## src/rtl/dircc_types_pkg.sv

```systemverilog
// Shared types for the DIRCC RTS scheduler: FSM state encoding and grant record.
package dircc_types_pkg;

  localparam int unsigned PIN_W        = 32;
  localparam int unsigned MAX_DEVICE_W = 8;

  typedef enum logic [2:0] {
    IDLE,
    SCAN_ADDR,
    SCAN_WAIT,
    SCAN_CAP,
    ARB,
    OFFER
  } sched_state_t;

  typedef struct packed {
    logic [MAX_DEVICE_W-1:0] device;
    logic [PIN_W-1:0]        pins;
  } grant_t;

endpackage

```

## src/rtl/dircc_rr_picker.sv

```systemverilog
// Round-robin first-set search: lowest set request at or after ptr, wrapping at N-1.
module dircc_rr_picker #(
  parameter int unsigned N     = 16,
  parameter int unsigned IDX_W = $clog2(N)
) (
  input  logic [N-1:0]     req,
  input  logic [IDX_W-1:0] ptr,
  output logic [IDX_W-1:0] idx,
  output logic             found
);

  logic [N-1:0] rotated;

  // Bit j of rotated is request (ptr + j) mod N.
  assign rotated = N'({req, req} >> ptr);

  always_comb begin
    int unsigned pos;
    pos   = 0;
    idx   = '0;
    found = 1'b0;
    for (int unsigned j = 0; j < N; j++) begin
      if (!found && rotated[j]) begin
        found = 1'b1;
        pos   = 32'(ptr) + j;
        if (pos >= N) pos = pos - N;
        idx = IDX_W'(pos);
      end
    end
  end

endmodule

```

## src/rtl/dircc_rts_scheduler.sv

```systemverilog
// Sweeps device contexts through the RTS handler, captures ready pins and
// offers ready devices to the send engine in round-robin order.
module dircc_rts_scheduler
  import dircc_types_pkg::*;
#(
  parameter int unsigned MEM_ADDRESS_WIDTH = 32,
  parameter int unsigned NUM_DEVICES       = 16,
  parameter int unsigned RTS_LATENCY       = 2
) (
  input  logic                         clk,
  input  logic                         reset,
  input  logic                         scan_enable,
  output logic [MEM_ADDRESS_WIDTH-1:0] address,
  input  logic [PIN_W-1:0]             rts_ready,
  output logic                         send_valid,
  output logic [MEM_ADDRESS_WIDTH-1:0] send_device,
  output logic [PIN_W-1:0]             send_pins,
  input  logic                         send_ready,
  output logic                         busy,
  output logic [15:0]                  sweep_count
);

  localparam int unsigned     IDX_W    = $clog2(NUM_DEVICES);
  localparam logic [IDX_W-1:0] LAST_IDX = IDX_W'(NUM_DEVICES - 1);
  localparam logic [2:0]       LAT_LOAD = 3'(RTS_LATENCY - 1);

  sched_state_t           state, state_next;
  logic [IDX_W-1:0]       idx;
  logic [IDX_W-1:0]       rr_ptr;
  logic [IDX_W-1:0]       pick_idx;
  logic [IDX_W-1:0]       grant_idx;
  logic [IDX_W-1:0]       rr_next;
  logic                   pick_found;
  logic [2:0]             lat_cnt;
  logic [NUM_DEVICES-1:0] ready_bits;
  logic [NUM_DEVICES-1:0] cap_bits;
  logic [NUM_DEVICES-1:0] remaining_bits;
  logic [PIN_W-1:0]       pins [NUM_DEVICES];
  grant_t                 grant;
  logic                   last_dev;
  logic                   accept;

  dircc_rr_picker #(
    .N     (NUM_DEVICES),
    .IDX_W (IDX_W)
  ) u_picker (
    .req   (ready_bits),
    .ptr   (rr_ptr),
    .idx   (pick_idx),
    .found (pick_found)
  );

  assign last_dev       = (idx == LAST_IDX);
  assign accept         = (state == OFFER) && send_ready;
  assign grant_idx      = grant.device[IDX_W-1:0];
  assign remaining_bits = ready_bits & ~(NUM_DEVICES'(1) << grant_idx);
  assign rr_next        = (grant_idx == LAST_IDX) ? '0 : grant_idx + 1'b1;

  assign busy        = (state != IDLE);
  assign send_valid  = (state == OFFER);
  assign send_device = MEM_ADDRESS_WIDTH'(grant.device);
  assign send_pins   = grant.pins;

  // Ready vector as it will stand after this cycle's capture; the end-of-sweep
  // decision must see the last device's fresh result.
  always_comb begin
    cap_bits      = ready_bits;
    cap_bits[idx] = |rts_ready;
  end

  always_comb begin
    state_next = state;
    unique case (state)
      IDLE:      if (scan_enable) state_next = SCAN_ADDR;
      SCAN_ADDR: state_next = SCAN_WAIT;
      SCAN_WAIT: if (lat_cnt == '0) state_next = SCAN_CAP;
      SCAN_CAP: begin
        if (!last_dev)         state_next = SCAN_ADDR;
        else if (|cap_bits)    state_next = ARB;
        else if (scan_enable)  state_next = SCAN_ADDR;
        else                   state_next = IDLE;
      end
      ARB: begin
        if (pick_found)        state_next = OFFER;
        else if (scan_enable)  state_next = SCAN_ADDR;
        else                   state_next = IDLE;
      end
      OFFER: begin
        if (accept) begin
          if (|remaining_bits && scan_enable) state_next = ARB;
          else if (scan_enable)               state_next = SCAN_ADDR;
          else                                state_next = IDLE;
        end
      end
      default: state_next = IDLE;
    endcase
  end

  always_ff @(posedge clk) begin
    if (reset) begin
      state       <= IDLE;
      address     <= '0;
      idx         <= '0;
      rr_ptr      <= '0;
      lat_cnt     <= '0;
      ready_bits  <= '0;
      grant       <= '0;
      sweep_count <= '0;
      for (int unsigned i = 0; i < NUM_DEVICES; i++) pins[i] <= '0;
    end else begin
      state <= state_next;
      unique case (state)
        SCAN_ADDR: begin
          address <= MEM_ADDRESS_WIDTH'(idx);
          lat_cnt <= LAT_LOAD;
        end
        SCAN_WAIT: if (lat_cnt != '0) lat_cnt <= lat_cnt - 1'b1;
        SCAN_CAP: begin
          ready_bits <= cap_bits;
          pins[idx]  <= rts_ready;
          if (last_dev) begin
            idx         <= '0;
            sweep_count <= sweep_count + 1'b1;
          end else begin
            idx <= idx + 1'b1;
          end
        end
        ARB: begin
          grant.device <= MAX_DEVICE_W'(pick_idx);
          grant.pins   <= pins[pick_idx];
        end
        OFFER: begin
          if (accept) begin
            ready_bits <= remaining_bits;
            rr_ptr     <= rr_next;
          end
        end
        default: ;
      endcase
      if (state != IDLE && state_next == IDLE) begin
        ready_bits <= '0;
        for (int unsigned i = 0; i < NUM_DEVICES; i++) pins[i] <= '0;
      end
    end
  end

endmodule

```

## config.mk

```make
export PLATFORM = sky130hd
export DESIGN_NAME = dircc_rts_scheduler
export DESIGN_NICKNAME = d
export VERILOG_FILES = /design/src/rtl/dircc_types_pkg.sv /design/src/rtl/dircc_rr_picker.sv /design/src/rtl/dircc_rts_scheduler.sv
export SDC_FILE = /design/constraint.sdc
export NUM_CORES = 1
export LEC_CHECK = 0
export BUFFER_PORTS_ARGS = -buffer_cell sky130_fd_sc_hd__buf_2
export CORE_ASPECT_RATIO = 1.2
export CORE_UTILIZATION = 40
export DETAILED_ROUTE_END_ITERATION = 12
export PLACE_DENSITY = 0.57
export SLEW_MARGIN = 20
export SYNTH_ARGS = -nofsm -noshare
export SYNTH_HDL_FRONTEND = slang
export SYNTH_HIERARCHICAL = 1
export SYNTH_SLANG_ARGS = --single-unit
```

## constraint.sdc

```tcl
create_clock -name clk -period 9.28 [get_ports clk]
set_input_delay 0.928 -clock clk [delete_from_list [all_inputs] [get_ports clk]]
set_output_delay 0.928 -clock clk [all_outputs]
set_load 0.005 [all_outputs]
```

# --- Word-level counts from Yosys, hierarchy flattened ---
# Memory sizes are Yosys's and may differ from the RTL's. A register that Yosys moved wholly into a read port is not among the register bits.
# Index checks and enable logic that the tools add are counted.
totals:
  inputBits: 36
  n_memories: 1
  mem_bits_rw: 512
  reg_bits: 54
memory_table:
  columns: ["name", "words", "word_bits", "rd", "rd_ports_with_merged_regs", "write_ports", "line_no", "rtl"]
  rows:
  - ["pins", 16, 32, 1, 1, 16, "dircc_rts_scheduler.sv:38", "logic [PIN_W-1:0] pins [NUM_DEVICES];"]
op_classes:
  n_mux: 93
  add_sub_neg: 35
  n_bitwise: 21
  shift: 2
  reduce_logical: 50
  order_cmp: 18
  n_eq_ne: 10
op_table:
  columns: ["cell", "count"]
  rows:
  - ["$mux W32", 17]
  - ["$mux W4", 35]
  - ["$ge A5 B5 Y1 const B", 15]
  - ["$reduce_or A32 Y1", 2]
  - ["$sub A4 B1 Y4 const B", 16]
  - ["$add A4 B4 Y5 const B", 8]
  - ["$pmux W16 S2", 1]
  - ["$reduce_or A16 Y1", 2]
  - ["$shr A32 B4 Y16", 1]
  - ["$mux W1", 27]
  - ["$mux W3", 8]
  - ["$add A4 B3 Y5 const B", 4]
  - ["$logic_and A1 B1 Y1", 19]
  - ["$pmux W3 S6", 1]
  - ["$add A16 B1 Y16 const B", 1]
  - ["$and A16 B16 Y16", 1]
  - ["$bwmux W16", 1]
  - ["$mux W16", 1]
  - ["$not A16 Y16", 1]
  - ["$or A1 B1 Y1", 16]
  - ["$shl A1 B4 Y16 const A", 1]
  - ["$logic_not A1 Y1", 15]
  - ["$eq A4 B4 Y1 const B", 3]
  - ["$add A4 B2 Y5 const B", 2]
  - ["other kinds (20)", 31]

# --- Logic depth before layout (Yosys ltp) ---
# Gate-level depths: netlist of the first run.
logic_depth:
  depth_word: 59
  ltp_mapped: 18
  depth_no_buf: 13

# --- Modules after synthesis ---
# Netlist of the first run, hierarchy kept.
modules_own_cells:
  columns: ["mod", "n_inst", "cells_each", "area_each_um2", "seq_area_each_um2"]
  rows:
  - ["dircc_rts_scheduler", 1, 1997, 27649.0, 17096.4]
  - ["dircc_rr_picker", 1, 278, 2294.7, 0.0]

# --- Least setup slack after synthesis of the first run ---
# No wires, ideal clock.
synth_path:
  path_type: "flip-flop to flip-flop"
  from: "register rr_ptr[0]"
  to: "memory pins[15][0] (enable)"
  setup_ns: 0.436
  period_less_slack_ns: 5.509
  t_arrival_ns: 5.073
  required_time_ns: 8.844
  path_stages_with_launch: 14
  slack_ns: 3.771
  path_cell_list: "dfxtp_1 -> buf_6 -> mux4_1 -> mux2_2 -> or2_0 -> o32ai_2 -> nand2_1 -> clkbuf_1 -> nor3_1 -> nand3_1 -> a22oi_1 -> o211ai_1 -> or2_2 -> o221ai_1"
synth_rtl:
  columns: ["item", "line_no", "rtl"]
  rows:
  - ["from (decl)", "dircc_rts_scheduler.sv:29", "logic [IDX_W-1:0] rr_ptr;"]
  - ["from (signal assigned)", "dircc_rts_scheduler.sv:135", "rr_ptr <= rr_next;"]
  - ["to (decl)", "dircc_rts_scheduler.sv:38", null]

# --- Worst setup path after layout of the first run ---
layout_path:
  from: "register rr_ptr[1]"
  to: "register send_pins[27] (netlist name)"
layout_between:
  elab_chain_cells: 47
layout_rtl:
  columns: ["item", "line_no", "rtl"]
  rows:
  - ["$shr A32 B4 Y16", "dircc_rr_picker.sv:15", "assign rotated = N'({req, req} >> ptr);"]
  - ["$mux W1", "dircc_rr_picker.sv:23", "if (!found && rotated[j]) begin"]
  - ["$logic_not A1 Y1", "dircc_rr_picker.sv:23", null]
  - ["$logic_and A1 B1 Y1", "dircc_rr_picker.sv:23", null]
  - ["$mux W1", "dircc_rr_picker.sv:23", null]
  - ["$logic_not A1 Y1", "dircc_rr_picker.sv:23", null]
  - ["$logic_and A1 B1 Y1", "dircc_rr_picker.sv:23", null]
  - ["$mux W1", "dircc_rr_picker.sv:23", null]
  - ["[32 not listed]", null, null]
  - ["$mux W1", "dircc_rr_picker.sv:23", null]
  - ["$logic_not A1 Y1", "dircc_rr_picker.sv:23", null]
  - ["$logic_and A1 B1 Y1", "dircc_rr_picker.sv:23", null]
  - ["$mux W1", "dircc_rr_picker.sv:23", null]
  - ["$logic_not A1 Y1", "dircc_rr_picker.sv:23", null]
  - ["$logic_and A1 B1 Y1", "dircc_rr_picker.sv:23", null]
  - ["$mux W4 *", "dircc_rr_picker.sv:23", null]
  - ["via pick_idx[0]", "dircc_rts_scheduler.sv:30", "logic [IDX_W-1:0] pick_idx;"]
# Mark *: on every way through the listed nets, which the timed path passes. The rest lies on a longest branch.
# A chain may end at the register's enable or synchronous reset.

==> reports/results.ini, run 1 <==
[status]
status = finished clean

[global_route]
grt.total_usage = 0.231
grt_max_degree = 130
grt_overflow = 0
grt_pass1_wl_um = 129000
first_global_vias = 19100
antenna_found_initial = 7

[clocking]
post_cts.repair.setup_buffers = 0
cts_tree = yes
ctsResizeCount = 0
numCtsBuffers = 61
clk_latency_ns = 0.64
htree_levels = 2
cts.path.max_buffers = 3
cts_hold_buf = 0
cts_root_buffer = clkbuf_16
path_clk_slew_ns = 0.06
cts.sinks = 598

[setup_path]
cp_slowest_stage_delay_ns = 0.71
cp-start-kind = register
path_cells = buf_4, mux4_2, mux2i_1, nand2b_4, o32ai_2, nand2_1, nor3_1, nand3_1, nand2_4, buf_12, mux4_2, mux4_2, nand2_1, a21oi_1
crit_top_cell = mux4_2
endpoint_kind = register
crit_path_max_fanout = 71
crit_slowest_cell = dfxtp_1
crit_type = register to register
crit_required_ns = 9.71
cp.arrival_ns = 6.64

[detailed_routing]
first_iter_violations = 1731
dr_total_vias = 18900
wl_met3_um = 4860
drtAntennaViolNets = 0
drt-met1-wl_um = 36100
wl_um = 87500
via_per_inst = 5.66
wl_per_cell_um = 26.2
firstDrtPassIters = 5
top_layer = met4
drc_errors = 0
wl_met2_um = 44400

[floorplan]
row_count = 109
die_w_um = 252
io_pins = 150
die_y_um = 302
core-area_um2 = 73900
dieArea_um2 = 76000
start_util = 0.405

[sta]
tns_ns = 0
period_needed_ns = 6.21
fmax_mhz = 161
worst_pin_slew_ns = 1.12
slew_violations = 0
relSlewSlack = 0.255
hold_viol_final = 0
report.final.setup_viol = 0
rsz0062_at_grt = no
finalCritPeriodShare = 0.669
fin_skew_ns = 0.0538

[logic_synthesis]
syn_area_um2 = 29900
synth_top_area_cell = edfxtp_1
synth_edf_count = 512
synth.area.top_cells = edfxtp_1 (51%), mux4_2 (13%), and2_1 (8.9%), dfxtp_1 (5.7%), nor2_1 (2.1%)
ys_types = 92
ys_warn_count = 6
avgSynthCellArea_um2 = 13.2
async_reset_ff_frac = 0
synth_top_area_share = 0.513
netlist_instances = 2275
yosysSeqAreaShare = 0.571
synth_flop_cell = edfxtp_1
synth_seq_cells = 598

[final_layout]
seq_area_um2 = 17100
layout-drive-gt1-share = 0.209
final_area_um2 = 33400
fillers = 6615
multiInputGateArea_um2 = 12000
final_nets = 2344
syn_to_final_growth_pct = 11.5

[placed_design]
dpl.hpwl_um = 51000
numPortBuffers = 93
placed_area_um2 = 31200
gp_congestion = 0.888

[power]
p_total_mw = 5.88
power_density_nw_per_um2 = 176
ir_worst_vdd_mv = 0.128
leakage_nw = 11.7

[min_path]
hold_class = register to register

[job]
cap_violations = 0

final timing paths:
check / start / endpoint / slack, ns / cells past startpoint
min: send_pins[0]$_SDFFE_PP0P_ / send_pins[0]$_SDFFE_PP0P_ / 0.46 / 2
max: rr_ptr[1]$_SDFFE_PP0P_ / send_pins[27]$_SDFFE_PP0P_ / 3.07 / 14
min reg2reg: send_pins[0]$_SDFFE_PP0P_ / send_pins[0]$_SDFFE_PP0P_ / 0.46 / 2
max reg2reg: rr_ptr[1]$_SDFFE_PP0P_ / send_pins[27]$_SDFFE_PP0P_ / 3.07 / 14
kinds of logic after synthesis:
logic type / after synthesis / synth area share
adders and majority gates: 20 / 0.00836
AOI/OAI and AO/OA: 232 / 0.0532
muxes: 225 / 0.152
DFF: 598 / 0.571
buffers and inverters: 271 / 0.0448
xor gates and xnor gates: 25 / 0.00731
and+or+nand+nor: 903 / 0.164
other: 1 / 0.000125
flip-flops by register name, indices dropped and copies added (netlist names), 4 cells and up:
register / cells
sweep_count: 16
address: 4
pins: 512
send_device: 4
idx: 4
send_pins: 32
rr_ptr: 4
ready_bits: 16
cell type report:
cell class / count / area share
sequential: 598 / 0.512
clock buffer: 92 / 0.0539
clock inverter: 23 / 0.0102
antenna: 3 / 0.000225
inverter: 28 / 0.00315
timing repair buffer: 138 / 0.0249
tap: 999 / 0.0374
multi-input combinational: 1461 / 0.358
routing by layer:
layer | GRT usage | vias to the layer above
li1 | - | 8294
met1 | 0.303 | 9801
met2 | 0.400 | 684
met3 | 0.0287 | 130
met4 | 0.0719 | 0
met5 | 0 | -
Yosys cell counts, types with 6 or more instances:
library cell	number
a21oi_1	83
a22oi_1	6
a31oi_1	14
and2_1	425
and3_1	10
buf_1	19
buf_2	21
buf_4	57
buf_6	9
clkbuf_1	136
dfxtp_1	86
edfxtp_1	512
ha_1	20
inv_1	27
mux2_2	22
mux2i_1	23
mux4_2	174
nand2_1	155
nand2b_1	10
nand3_1	22
nand4_1	13
nor2_1	169
nor2b_1	22
nor3_1	19
nor4_1	19
o21ai_0	33
o22ai_1	9
xnor2_1	11
xor2_1	14
metrics by stage:
stage                     utilization  hold WS, ns  instances  worst slack [ns]
after floorplan                     -        0.453       2330              3.77
after global placement          0.423        0.445       3224              3.20
after detailed placement        0.423        0.449       3224              3.04
after CTS                       0.452        0.457       3339              3.02
after global routing            0.452        0.477       3342              2.59
final                           0.452        0.456       3342              3.07
power breakdown:
part	leakage, nW	total (mW)	switching (mW)	internal, mW
logic	4.72	0.230	0.165	0.0649
registers	5.99	3.03	0.0292	3.01
clock network	1.04	2.61	1.05	1.56
critical path: cells and delay by family, from the launching register on:
| kind | cells | cell delay [ns] |
|---|---|---|
| mux | 4 | 2.06 |
| compound gates | 2 | 0.39 |
| flops | 1 | 0.71 |
| simple gates | 6 | 1.80 |
| buf+inv | 2 | 0.91 |
cell usage in the layout (no fill, tap or decap), drive strengths merged, types with 24 or more instances in the layout:
cell type,n
nor2,170
a21oi,83
o21ai,35
and2,425
edfxtp,512
inv,29
buf,138
dfxtp,86
clkbuf,92
nor2b,24
conb,56
nand2,156
mux4,179
Note: power is estimated with default switching activity, not from simulation.
==> inputs of run 2 (changes only) <==
--- a/config.mk
+++ b/config.mk
@@ -5,11 +5,12 @@
 export SDC_FILE = /design/constraint.sdc
 export NUM_CORES = 1
 export LEC_CHECK = 0
+export ABC_AREA = 1
 export BUFFER_PORTS_ARGS = -buffer_cell sky130_fd_sc_hd__buf_2
 export CORE_ASPECT_RATIO = 1.2
 export CORE_UTILIZATION = 40
 export DETAILED_ROUTE_END_ITERATION = 12
-export PLACE_DENSITY = 0.57
+export PLACE_DENSITY = 0.59
 export SLEW_MARGIN = 20
 export SYNTH_ARGS = -nofsm -noshare
 export SYNTH_HDL_FRONTEND = slang
==> constraint.sdc (replaced) <==
create_clock -name clk -period 5.6 [get_ports clk]
set_input_delay 0.56 -clock clk [delete_from_list [all_inputs] [get_ports clk]]
set_output_delay 0.56 -clock clk [all_outputs]
set_load 0.005 [all_outputs]
==> reports/results.ini, run 2 <==
[power]
intPower_mw = 7.99
combPwrFrac = 0.205
leakage_nw = 12.3
ir_worst_vdd_mv = 0.232
seqPwrFrac = 0.447
p_total_mw = 11.3
switching_power_mw = 3.36
pwr-share-clk = 0.348
power_density_nw_per_um2 = 349
p_sw_frac = 0.296

[setup_path]
cp-start-kind = register
crit_slowest_cell = inv_2
crit_top_cell = nand3_1
worst-path-buf-inv = 4
endpoint_kind = register
reg2reg_from = rr_ptr[1]$_SDFFE_PP0P_
crit_path_max_fanout = 29
crit_required_ns = 6.09
cp_slowest_stage_delay_ns = 0.70
path_cells = inv_1, buf_4, nand3_1, nand3_1, nand3_1, nand2_2, nor2_1, a21boi_0, nand3_1, nor2_1, nand3_1, nor2_1, nand3_1, nor2_1, nand3_1, nor2_1, nand3_4, inv_2, buf_12, o211ai_1, a211oi_1, nor3_1
crit_type = register to register
critPathLaunch = rr_ptr[1]$_SDFFE_PP0P_
critPathTopFamily = simple AND/OR/NAND/NOR gates
cp.arrival_ns = 5.51

[global_route]
antenna_found_initial = 1
grt_max_degree = 108
grt.total_usage = 0.229
grt_pass1_wl_um = 130000
first_global_vias = 21500
grt_overflow = 0

[placed_design]
gp_congestion = 0.855
numPortBuffers = 93
dpl.hpwl_um = 53600
placed_area_um2 = 30600

[clocking]
numCtsBuffers = 61
cts_hold_buf = 0
cts_root_buffer = clkbuf_16
cts_tree = yes
post_cts.repair.setup_buffers = 0
clk_latency_ns = 0.62
cts.path.max_buffers = 3
ctsResizeCount = 0
cts.sinks = 598
htree_levels = 2
path_clk_slew_ns = 0.06

[final_layout]
final_nets = 3025
final_area_um2 = 32500
fillers = 6852
final_common_cell = nor2_1
final_cell_mix = nor2_1 (630), edfxtp_1 (512), inv_1 (235)
syn_to_final_growth_pct = 10.7
diodes = 0
seq_area_um2 = 17100
largest_register = pins
layout-drive-gt1-share = 0.110
utilization = 0.448
largest_reg_flops = 512
multiInputGateArea_um2 = 10200

[status]
status = finished clean

[logic_synthesis]
avgSynthCellArea_um2 = 9.93
yosysMostFrequentCell = nor2_1
synth_top_area_cell = edfxtp_1
ys_types = 48
synthTopCellsByCount = nor2_1 (631), edfxtp_1 (512), inv_1 (237), o21ai_0 (220), nand2_1 (184)
synth_seq_cells = 598
async_reset_ff_frac = 0
synth_top_area_share = 0.524
netlist_instances = 2955
synth_flop_cell = edfxtp_1
yosysSeqAreaShare = 0.582
synth_edf_count = 512
synth.area.top_cells = edfxtp_1 (52%), nor2_1 (8.1%), dfxtp_1 (5.9%), mux2i_1 (4.4%), o21ai_0 (3.8%)
syn_area_um2 = 29400
ys_warn_count = 6

[floorplan]
die_y_um = 299
row_count = 108
core-area_um2 = 72400
die_w_um = 249
io_pins = 150
start_util = 0.405
dieArea_um2 = 74500

[sta]
rsz0062_at_grt = no
finalCritPeriodShare = 0.896
slew_violations = 0
worst_pin_slew_ns = 0.955
tns_ns = 0
timing.hold.ws_ns = 0.313
relSlewSlack = 0.358
period_needed_ns = 5.02
report.final.setup_viol = 0
fmax_mhz = 199
hold_viol_final = 0
fin_skew_ns = 0.0105

[detailed_routing]
first_iter_violations = 1959
drc_errors = 0
via_per_inst = 5.53
wl_um = 86500
drtAntennaViolNets = 0
firstDrtPassIters = 5
dr_total_vias = 21900
wl_per_cell_um = 21.9

[job]
cap_violations = 0

[min_path]
hold_class = input port to register
worstHoldStart = send_ready

[run 2: cell count changes after synthesis, moves of 92 or more]
cell	before	now
inv_1	27	237
mux4_2	174	0
mux2i_1	23	129
and2_1	425	0
nor2_1	169	631
o211ai_1	4	137
a21oi_1	83	175
o21ai_0	33	220
nand3_1	22	121
[run 2: worst paths after layout]
check	endpoint	slack (ns)	depth (start not counted)
max reg2reg	send_pins[30]$_SDFFE_PP0P_	0.58	22
max	send_pins[30]$_SDFFE_PP0P_	0.58	22
min reg2reg	sweep_count[14]$_SDFFE_PP0P_	0.49	2
min	rr_ptr[1]$_SDFFE_PP0P_	0.31	3
[run 2: layout make-up]
cell class / count / share of cell area
Multi-Input combinational cell: 1892 / 0.314
Clock buffer: 83 / 0.0517
Clock inverter: 32 / 0.00743
Inverter: 249 / 0.0288
Timing Repair Buffer: 167 / 0.0361
Sequential cell: 598 / 0.526
Tap cell: 935 / 0.0360
[run 2: kinds of logic (layout without fill, tap and decap cells)]
family | Yosys count | in the layout | synth area share
compound gates | 624 | 624 | 0.125
xor+xnor | 10 | 10 | 0.00298
mux | 129 | 129 | 0.0440
buf+inv | 520 | 531 | 0.0816
simple gates | 1053 | 1053 | 0.155
other cells | 1 | 56 | 0.000128
fa+ha+maj | 20 | 20 | 0.00852
flops | 598 | 598 | 0.582
[run 2: per-layer routing]
metal  vias to the layer above  routed length [um]  global-route usage
li1                      10200                   -                   -
met1                     10700               36300               0.294
met2                       810               41600               0.391
met3                       171                5750              0.0391
met4                         2                2870              0.0775
met5                         -                  12                   0
[run 2: worst min-delay path, delay by kind of cell]
family                 cells  cell delay, ns
buffers and inverters      1            0.14
AO/OA/AOI/OAI              1            0.08
AND/OR/NAND/NOR            1            0.11
[run 2: power groups by stage]
| stage | Combinational [mW] | Clock, mW | Sequential [mW] |
|---|---|---|---|
| finish | 2.32 | 3.95 | 5.07 |
| global route | 2.53 | 4.19 | 5.08 |
| CTS | 2.31 | 4.01 | 5.07 |
| detailed placement | 2.31 | 0 | 5.16 |
| global placement | 2.29 | 0 | 5.15 |
| floorplan | 1.61 | 0 | 5.14 |
[run 2: stage by stage]
step	setup slack, ns	instances
global route	0.133	3956
detailed placement	0.614	3841
finish	0.583	3956
floorplan	1.23	3010
CTS	0.573	3956
global placement	0.649	3841
